<file path="config.mk">
export PLATFORM = sky130hd
export DESIGN_NAME = fwd_hazard_unit
export DESIGN_NICKNAME = d
export VERILOG_FILES = /design/src/rtl/fwd_hazard_unit.sv
export SDC_FILE = /design/constraint.sdc
export NUM_CORES = 1
export LEC_CHECK = 0
export BUFFER_PORTS_ARGS = -buffer_cell sky130_fd_sc_hd__buf_4
export CAP_MARGIN = 10
export CORE_ASPECT_RATIO = 0.8
export CORE_UTILIZATION = 34
export DETAILED_ROUTE_END_ITERATION = 7
export PLACE_DENSITY = 0.88
export SLEW_MARGIN = 20
export SYNTH_ARGS = -nofsm -noshare
export SYNTH_HDL_FRONTEND = slang
export SYNTH_SLANG_ARGS = --single-unit
export TNS_END_PERCENT = 10
</file>
<file path="constraint.sdc">
create_clock -name clk_i -period 1.4 [get_ports clk_i]
set_input_delay 0.07 -clock clk_i [delete_from_list [all_inputs] [get_ports clk_i]]
set_output_delay 0.07 -clock clk_i [all_outputs]
set_load 0.01 [all_outputs]
</file>
<file path="src/rtl/fwd_hazard_unit.sv">
// fwd_hazard_unit
// -----------------------------------------------------------------------------
// Forwarding and hazard unit for the 5-stage pipeline. Supports NUM_SRC source
// operands and FWD_DEPTH forwarding stages after EX. The nearest stage has
// priority. Also generates load-use stalls for LOAD_LAT bubbles and a
// memory-busy freeze.
//
// Optional feature: define FWD_PERF_CNT_EN to build the two 32-bit saturating
// performance counters. Without it, both counter outputs are tied to 0.
//
// Ports:
//   clk_i, rst_i      clock (rising edge), asynchronous active-low reset
//   id_valid_i        ID stage holds a real instruction
//   id_rs_addr_i      ID source addresses, operand j at [j*REG_ADDR_W +: REG_ADDR_W]
//   ex_valid_i        EX stage holds a real instruction
//   ex_memread_i      EX instruction is a load
//   ex_rd_addr_i      EX destination register
//   ex_rs_addr_i      EX source addresses, same packing as id_rs_addr_i
//   stg_valid_i       per-stage valid (index 0 = MEM, 1 = WB, ...)
//   stg_regwrite_i    per-stage RegWrite
//   stg_rd_addr_i     per-stage destination register
//   mem_busy_i        data memory not ready; the whole pipeline holds
//   sel_o             per-operand select: 0 = register file, k = stage k-1
//   stall_o           hold PC and IF/ID
//   flush_o           insert a bubble into ID/EX
//   freeze_o          hold all pipeline registers
//   lu_stall_cnt_o    cycles with stall_o=1 (saturating)
//   fwd_cnt_o         unfrozen cycles with any operand forwarded (saturating)
//   state_o           debug: hazard FSM state (0 = RUN, 1 = BUBBLE)
//
// Handshake: this block has no valid/ready pairs. Every *_valid_i input is a
// level qualifier for its stage in the current cycle. All hazard outputs are
// combinational and apply to that same cycle.
// -----------------------------------------------------------------------------
module fwd_hazard_unit #(
  parameter int REG_ADDR_W = 5,
  parameter int NUM_SRC    = 2,
  parameter int FWD_DEPTH  = 2,
  parameter int LOAD_LAT   = 1,
  parameter int CNT_W      = $clog2(LOAD_LAT + 1),
  parameter int SEL_W      = $clog2(FWD_DEPTH + 1)
) (
  input  logic                            clk_i,
  input  logic                            rst_i,
  input  logic                            id_valid_i,
  input  logic [NUM_SRC*REG_ADDR_W-1:0]   id_rs_addr_i,
  input  logic                            ex_valid_i,
  input  logic                            ex_memread_i,
  input  logic [REG_ADDR_W-1:0]           ex_rd_addr_i,
  input  logic [NUM_SRC*REG_ADDR_W-1:0]   ex_rs_addr_i,
  input  logic [FWD_DEPTH-1:0]            stg_valid_i,
  input  logic [FWD_DEPTH-1:0]            stg_regwrite_i,
  input  logic [FWD_DEPTH*REG_ADDR_W-1:0] stg_rd_addr_i,
  input  logic                            mem_busy_i,
  output logic [NUM_SRC*SEL_W-1:0]        sel_o,
  output logic                            stall_o,
  output logic                            flush_o,
  output logic                            freeze_o,
  output logic [31:0]                     lu_stall_cnt_o,
  output logic [31:0]                     fwd_cnt_o,
  output logic                            state_o
);

  typedef enum logic {RUN = 1'b0, BUBBLE = 1'b1} hazState_t;

  hazState_t        state, stateNext;
  logic [CNT_W-1:0] cnt, cntNext;
  logic             idMatch;
  logic             luHit;
  logic             anyFwd;
  logic             stallInt;

  // Forwarding select. Stages are scanned from farthest to nearest, so a
  // nearer match overwrites a farther one. This gives nearest-stage priority.
  always_comb begin
    sel_o = '0;
    for (int j = 0; j < NUM_SRC; j++) begin
      for (int k = FWD_DEPTH - 1; k >= 0; k--) begin
        if (ex_valid_i && stg_valid_i[k] && stg_regwrite_i[k] &&
            (stg_rd_addr_i[k*REG_ADDR_W +: REG_ADDR_W] != '0) &&
            (stg_rd_addr_i[k*REG_ADDR_W +: REG_ADDR_W] ==
             ex_rs_addr_i[j*REG_ADDR_W +: REG_ADDR_W])) begin
          sel_o[j*SEL_W +: SEL_W] = SEL_W'(k + 1);
        end
      end
    end
  end

  assign anyFwd = |sel_o;

  // Load-use detect: the load in EX writes a register that ID reads.
  always_comb begin
    idMatch = 1'b0;
    for (int j = 0; j < NUM_SRC; j++) begin
      if (id_rs_addr_i[j*REG_ADDR_W +: REG_ADDR_W] == ex_rd_addr_i) idMatch = 1'b1;
    end
  end

  assign luHit = ex_valid_i & ex_memread_i & (ex_rd_addr_i != '0) &
                 id_valid_i & idMatch;

  // FSM state register
  always_ff @(posedge clk_i or negedge rst_i) begin
    if (!rst_i) begin
      state <= RUN;
      cnt   <= '0;
    end else begin
      state <= stateNext;
      cnt   <= cntNext;
    end
  end

  // FSM next state. A busy cycle holds everything, which stretches a bubble
  // in progress. cnt counts the bubble cycles still owed after the first.
  always_comb begin
    stateNext = state;
    cntNext   = cnt;
    if (!mem_busy_i) begin
      case (state)
        RUN: begin
          if (luHit && (LOAD_LAT > 1)) begin
            stateNext = BUBBLE;
            cntNext   = CNT_W'(LOAD_LAT - 1);
          end
        end
        BUBBLE: begin
          if (cnt == CNT_W'(1)) stateNext = RUN;
          cntNext = cnt - CNT_W'(1);
        end
        default: begin
          stateNext = RUN;
          cntNext   = '0;
        end
      endcase
    end
  end

  // FSM outputs. In BUBBLE, EX holds a bubble, so luHit is not consulted.
  always_comb begin
    stallInt = 1'b0;
    if (!mem_busy_i) begin
      case (state)
        RUN:     stallInt = luHit;
        BUBBLE:  stallInt = 1'b1;
        default: stallInt = 1'b0;
      endcase
    end
  end

  assign stall_o  = stallInt;
  assign flush_o  = stallInt;
  assign freeze_o = mem_busy_i;
  assign state_o  = (state == BUBBLE);

`ifdef FWD_PERF_CNT_EN
  logic [31:0] luStallCnt;
  logic [31:0] fwdCnt;

  always_ff @(posedge clk_i or negedge rst_i) begin
    if (!rst_i) begin
      luStallCnt <= '0;
      fwdCnt     <= '0;
    end else begin
      if (stallInt && (luStallCnt != 32'hFFFF_FFFF)) luStallCnt <= luStallCnt + 32'd1;
      if (anyFwd && !mem_busy_i && (fwdCnt != 32'hFFFF_FFFF)) fwdCnt <= fwdCnt + 32'd1;
    end
  end

  assign lu_stall_cnt_o = luStallCnt;
  assign fwd_cnt_o      = fwdCnt;
`else
  logic unusedFwd;
  assign unusedFwd      = anyFwd;
  assign lu_stall_cnt_o = '0;
  assign fwd_cnt_o      = '0;
`endif

endmodule

</file>
# Word level (Yosys, flattened, before mapping)
# Index checks and enable logic that the tools add are counted.
[word_totals]
reg_bits = 2
input_bits = 45
out_inout_bits = 72
wordCells = 39
[op_classes]
addsub = 1
eq_ne = 6
muxes = 10
n_bitwise = 6
n_reduce_logical = 14
[ops]
columns = ["op", "n"]
rows = [
  ["5-bit equality test", 6],
  ["5-bit nonzero test", 3],
  ["1-bit logical AND", 10],
  ["2-bit 2-to-1 mux", 4],
  ["1-bit 2-to-1 mux", 5],
  ["1-bit AND", 4],
  ["1-bit inverter", 2],
  ["1-bit one-hot mux with 2 select lines", 1],
  ["2-bit AND reduction", 1],
  ["1-bit subtractor, second input constant", 1],
]

# Logic depth before layout (Yosys ltp)
[logic_depth]
ltp_word = 6
mapped_depth = 5
depth_no_buf = 4

# Worst setup path after synthesis
# No wires, ideal clock.
[synth_timing]
kind = "input port to output port"
from = "in stg_rd_addr_i[1]"
to = "out sel_o[3]"
arrival_ns = 1.288
t_required_ns = 1.330
slack_ns = 0.042
stages = 4
n_path_buf = 0
cell_sequence = "or4_1 o2111ai_2 nor4_1 nor4_2"
[synth_between]
elab_chain_cells = 4
word_cells_on_any_way = 5
cone_classes = "eq/ne: 1; mux: 1; reduce/logical: 3"
[synth_lines]
columns = ["item", "line_no", "source"]
rows = [
  ["from (decl)", "53", "input logic [FWD_DEPTH*REG_ADDR_W-1:0] stg_rd_addr_i,"],
  ["5-bit nonzero test", "80", "(stg_rd_addr_i[k*REG_ADDR_W +: REG_ADDR_W] != '0) &&"],
  ["1-bit logical AND", "79", "if (ex_valid_i && stg_valid_i[k] && stg_regwrite_i[k] &&"],
  ["1-bit logical AND *", "80", ""],
  ["2-bit 2-to-1 mux *", "79", ""],
  ["to (decl)", "55", "output logic [NUM_SRC*SEL_W-1:0] sel_o,"],
]
# Every way passes the cells marked *; elsewhere a longest branch is shown, timed or not.

# Worst setup path in the final report
[layout_timing]
from = "in stg_rd_addr_i[4]"
to = "out sel_o[3]"
# Same word-level chain as after synthesis.

==> results.toml <==
[yosys]
ys_warn_count = 0
ys_seq_area_share_pct = 5.08
netlist_area_um2 = 985
synth.distinct_cells = 20
synthTopCellsByArea = "buf_4 (50%), xor2_1 (20%), xnor2_1 (8.0%)"
synth.largest_area_cell = "buf_4"
synth_area_per_cell_um2 = 7.88
synthCells = 125
synth_top_area_share_pct = 50.3
synth_seq_cells = 2

[cells_and_area]
area_growth_pct = 37.5
fill_cells = 274
antenna_cells = 0
fin_cells = 230
fin_area_mm2 = 0.00135
drive_gt1_share_pct = 39.6
nets = 239

[worst_setup_path]
cp-end-kind = "output pin"
critPathMostFrequentCell = "buf_4"
cp_top_family = "simple AND/OR/NAND/NOR gates"
critical_path_arrival_ns = 1.42
path_cells = "buf_6, or4_4, o2111ai_4, buf_4, nor4_4, nor4_2, buf_4"
crit_buf_inv = 3
worstPathMaxFanout = 2
critPathRequiredTime_ns = 1.33
criticalPathCategory = "in -> out"
cpMaxStageDelayCell = "or4_4"
cp_slowest_stage_delay_ns = 0.54
startpoint_type = "primary input"

[power]
powerDensity_mw_per_mm2 = 391
power.share.sequential_pct = 11.0
power_mw = 0.529
ir_worst_vdd_mv = 0.204
pwr-share-comb_pct = 64.9
p_int_mw = 0.312
clkPwrFrac_pct = 24.1
power.switching_mw = 0.217
p_sw_share_pct = 41.0
leakagePower_nw = 0.728

[place]
dp_hpwl_um = 1840
io_buffers = 52
gp_congestion = 0.845
placedCellCount = 224
place_area_mm2 = 0.00125

[routing]
firstDrtPassIters = 4
vias_per_cell = 3.71
wl_um = 2150
drtIter0Drc = 12
route.vias.total = 853
drc = 0
detail_route.wl_per_cell_um = 9.34
ant_nets = 0

[outcome]
status = "finished with violations"
violations = "setup timing"

[die]
pin_count = 117
dieArea_mm2 = 0.00312
die_x_um = 62.2
fp.dieH_um = 50.1
fp-row-count = 17
initial_core_util_pct = 35.9
core-area_mm2 = 0.00274

[clock_network]
cts_root_buf = "clkbuf_4"
ctsHtreeMaxLevel = 1
numCtsBuffers = 3
clock_sinks = 2
cts.reportedPaths.clkPinSlew_ns = 0.03
cts_buffer_depth = 2
clk-insertion-delay-late_ns = 0.22
cts_tree = "yes"

[grt]
grt_pass1_wl_um = 3260
antenna_found_initial = 0
grt_pass1_vias = 756
grt_usage_pct = 13.1
grt_max_degree = 4
grt_overflow_total = 0

[timing]
fmax_ghz = 0.671
worst_slack_ns = -0.0906
min_period_ns = 1.49
skew_ns = 0.000214
finalMaxSlewViolations = 0
rsz0062_at_grt = "yes"
finalSetupViolCount = 3
finalHoldViolCount = 0
timing.final.crit_share_pct = 106

[hold_path]
hold_path.class = "in -> async"

[flow_run]
timing.max_cap.violations = 0
==> through the flow <==
stage          util, %  worst slack, ns  TNS (ns)  hold slack, ns
3_5_place_dp      45.7           -0.190    -0.373          -0.147
6_report          49.3          -0.0906    -0.222           0.169
4_1_cts           49.1          -0.0676    -0.127           0.167
2_1_floorplan        -           0.0421         0          -0.226
5_1_grt           49.3           -0.132    -0.354           0.170
3_3_place_gp      45.7           -0.103    -0.121          -0.147
==> cell usage in the layout, fill, tap and decap left out <==
master | Yosys | layout
a21boi_0 | 1 | 1
a22oi_1 | 1 | 1
and4_1 | 1 | 1
buf_4 | 66 | 64
buf_6 | 0 | 2
clkbuf_4 | 0 | 3
conb_1 | 1 | 64
dfrtp_1 | 2 | 2
dlygate4sd3_1 | 0 | 1
inv_1 | 1 | 1
nand2_1 | 1 | 1
nand3_1 | 3 | 3
nor2_1 | 2 | 2
nor3_1 | 4 | 4
nor4_2 | 1 | 2
nor4_4 | 0 | 1
o2111ai_2 | 1 | 1
o2111ai_4 | 0 | 1
o21ai_0 | 2 | 2
or4_1 | 3 | 2
or4_4 | 0 | 2
xnor2_1 | 9 | 9
xor2_1 | 22 | 22
==> cell type report <==
class,instances,area [µm²],share of cell area (%)
multi-input combinational,119,717,53.0
timing repair buffer,67,513,37.9
sequential,2,50.0,3.70
clock buffer,3,22.5,1.66
inverter,1,3.75,0.277
tap,38,47.5,3.51
==> cell usage after synthesis <==
library cell and count:
nand3_1 3, xor2_1 22, nor3_1 4, a22oi_1 1, dfrtp_1 2, nor4_2 1
buf_4 66, o2111ai_2 1, or4_2 1, conb_1 1, nand2_1 1, a21boi_0 1
or4_1 3, inv_1 1, and4_1 1, nor2_1 2, o2111ai_1 1, nor4_1 2
o21ai_0 2, xnor2_1 9
==> worst register-to-register path, delay by kind of cell, from the launching register on <==
| kind | cells | cell delay, ns |
|---|---|---|
| simple gates | 1 | 0.09 |
| flops | 1 | 0.35 |
| xor+xnor | 1 | 0.12 |
==> metal layers <==
layer  GRT usage (%)  share of wire (%)  vias to the layer above
li1                -                  -                      412
met2            29.7                 57                       65
met5               0                  0                        -
met1            12.3                 33                      374
met4            2.33               0.65                        0
met3            2.05                9.0                        2
==> cell families after synthesis <==
group | count (synthesis) | share of synthesized area, %
flip-flops | 2 | 5.08
XOR/XNOR | 31 | 27.6
AND/OR/NAND/NOR | 18 | 11.3
AO/OA/AOI/OAI | 6 | 4.96
buffers and inverters | 67 | 50.7
other | 1 | 0.381
==> path summary, 6_finish.rpt <==
| path | startpoint | endpoint | slack [ns] | cells after the start |
|---|---|---|---|---|
| setup / recovery | stg_rd_addr_i[4] | sel_o[3] | -0.09 | 7 |
| hold / removal | rst_i | cnt | 0.17 | 2 |
| setup reg to reg | state_o | cnt | 0.72 | 2 |
| hold reg to reg | cnt | cnt | 0.47 | 1 |
| max in group asynchronous | rst_i | state_o | 1.15 | 2 |
| min in group clk_i | mem_busy_i | state_o | 0.18 | 3 |
==> flip-flops by register name, summed over array words and instances (netlist names) <==
signal	count
cnt	1
state_o	1
==> power by group through the flow <==
| stage | Clock, mW | Combinational [mW] | Sequential [mW] |
|---|---|---|---|
| after CTS | 0.135 | 0.338 | 0.0582 |
| after detailed placement | 0 | 0.315 | 0.0589 |
| after global routing | 0.144 | 0.373 | 0.0582 |
| after floorplan | 0 | 0.288 | 0.0589 |
| after global placement | 0 | 0.312 | 0.0589 |
| final | 0.127 | 0.344 | 0.0583 |
==> repair_timing <==
item                                   in CTS  in global routing
pin swaps                                   5                  3
cloned                                      0                  0
hold buffers                                1                  0
buffers inserted                            1                  1
resized for setup                           9                  0
endpoints found under the hold margin       2                  0
setup endpoints to repair                   4                  4
Power figures use the tool's default switching activity.
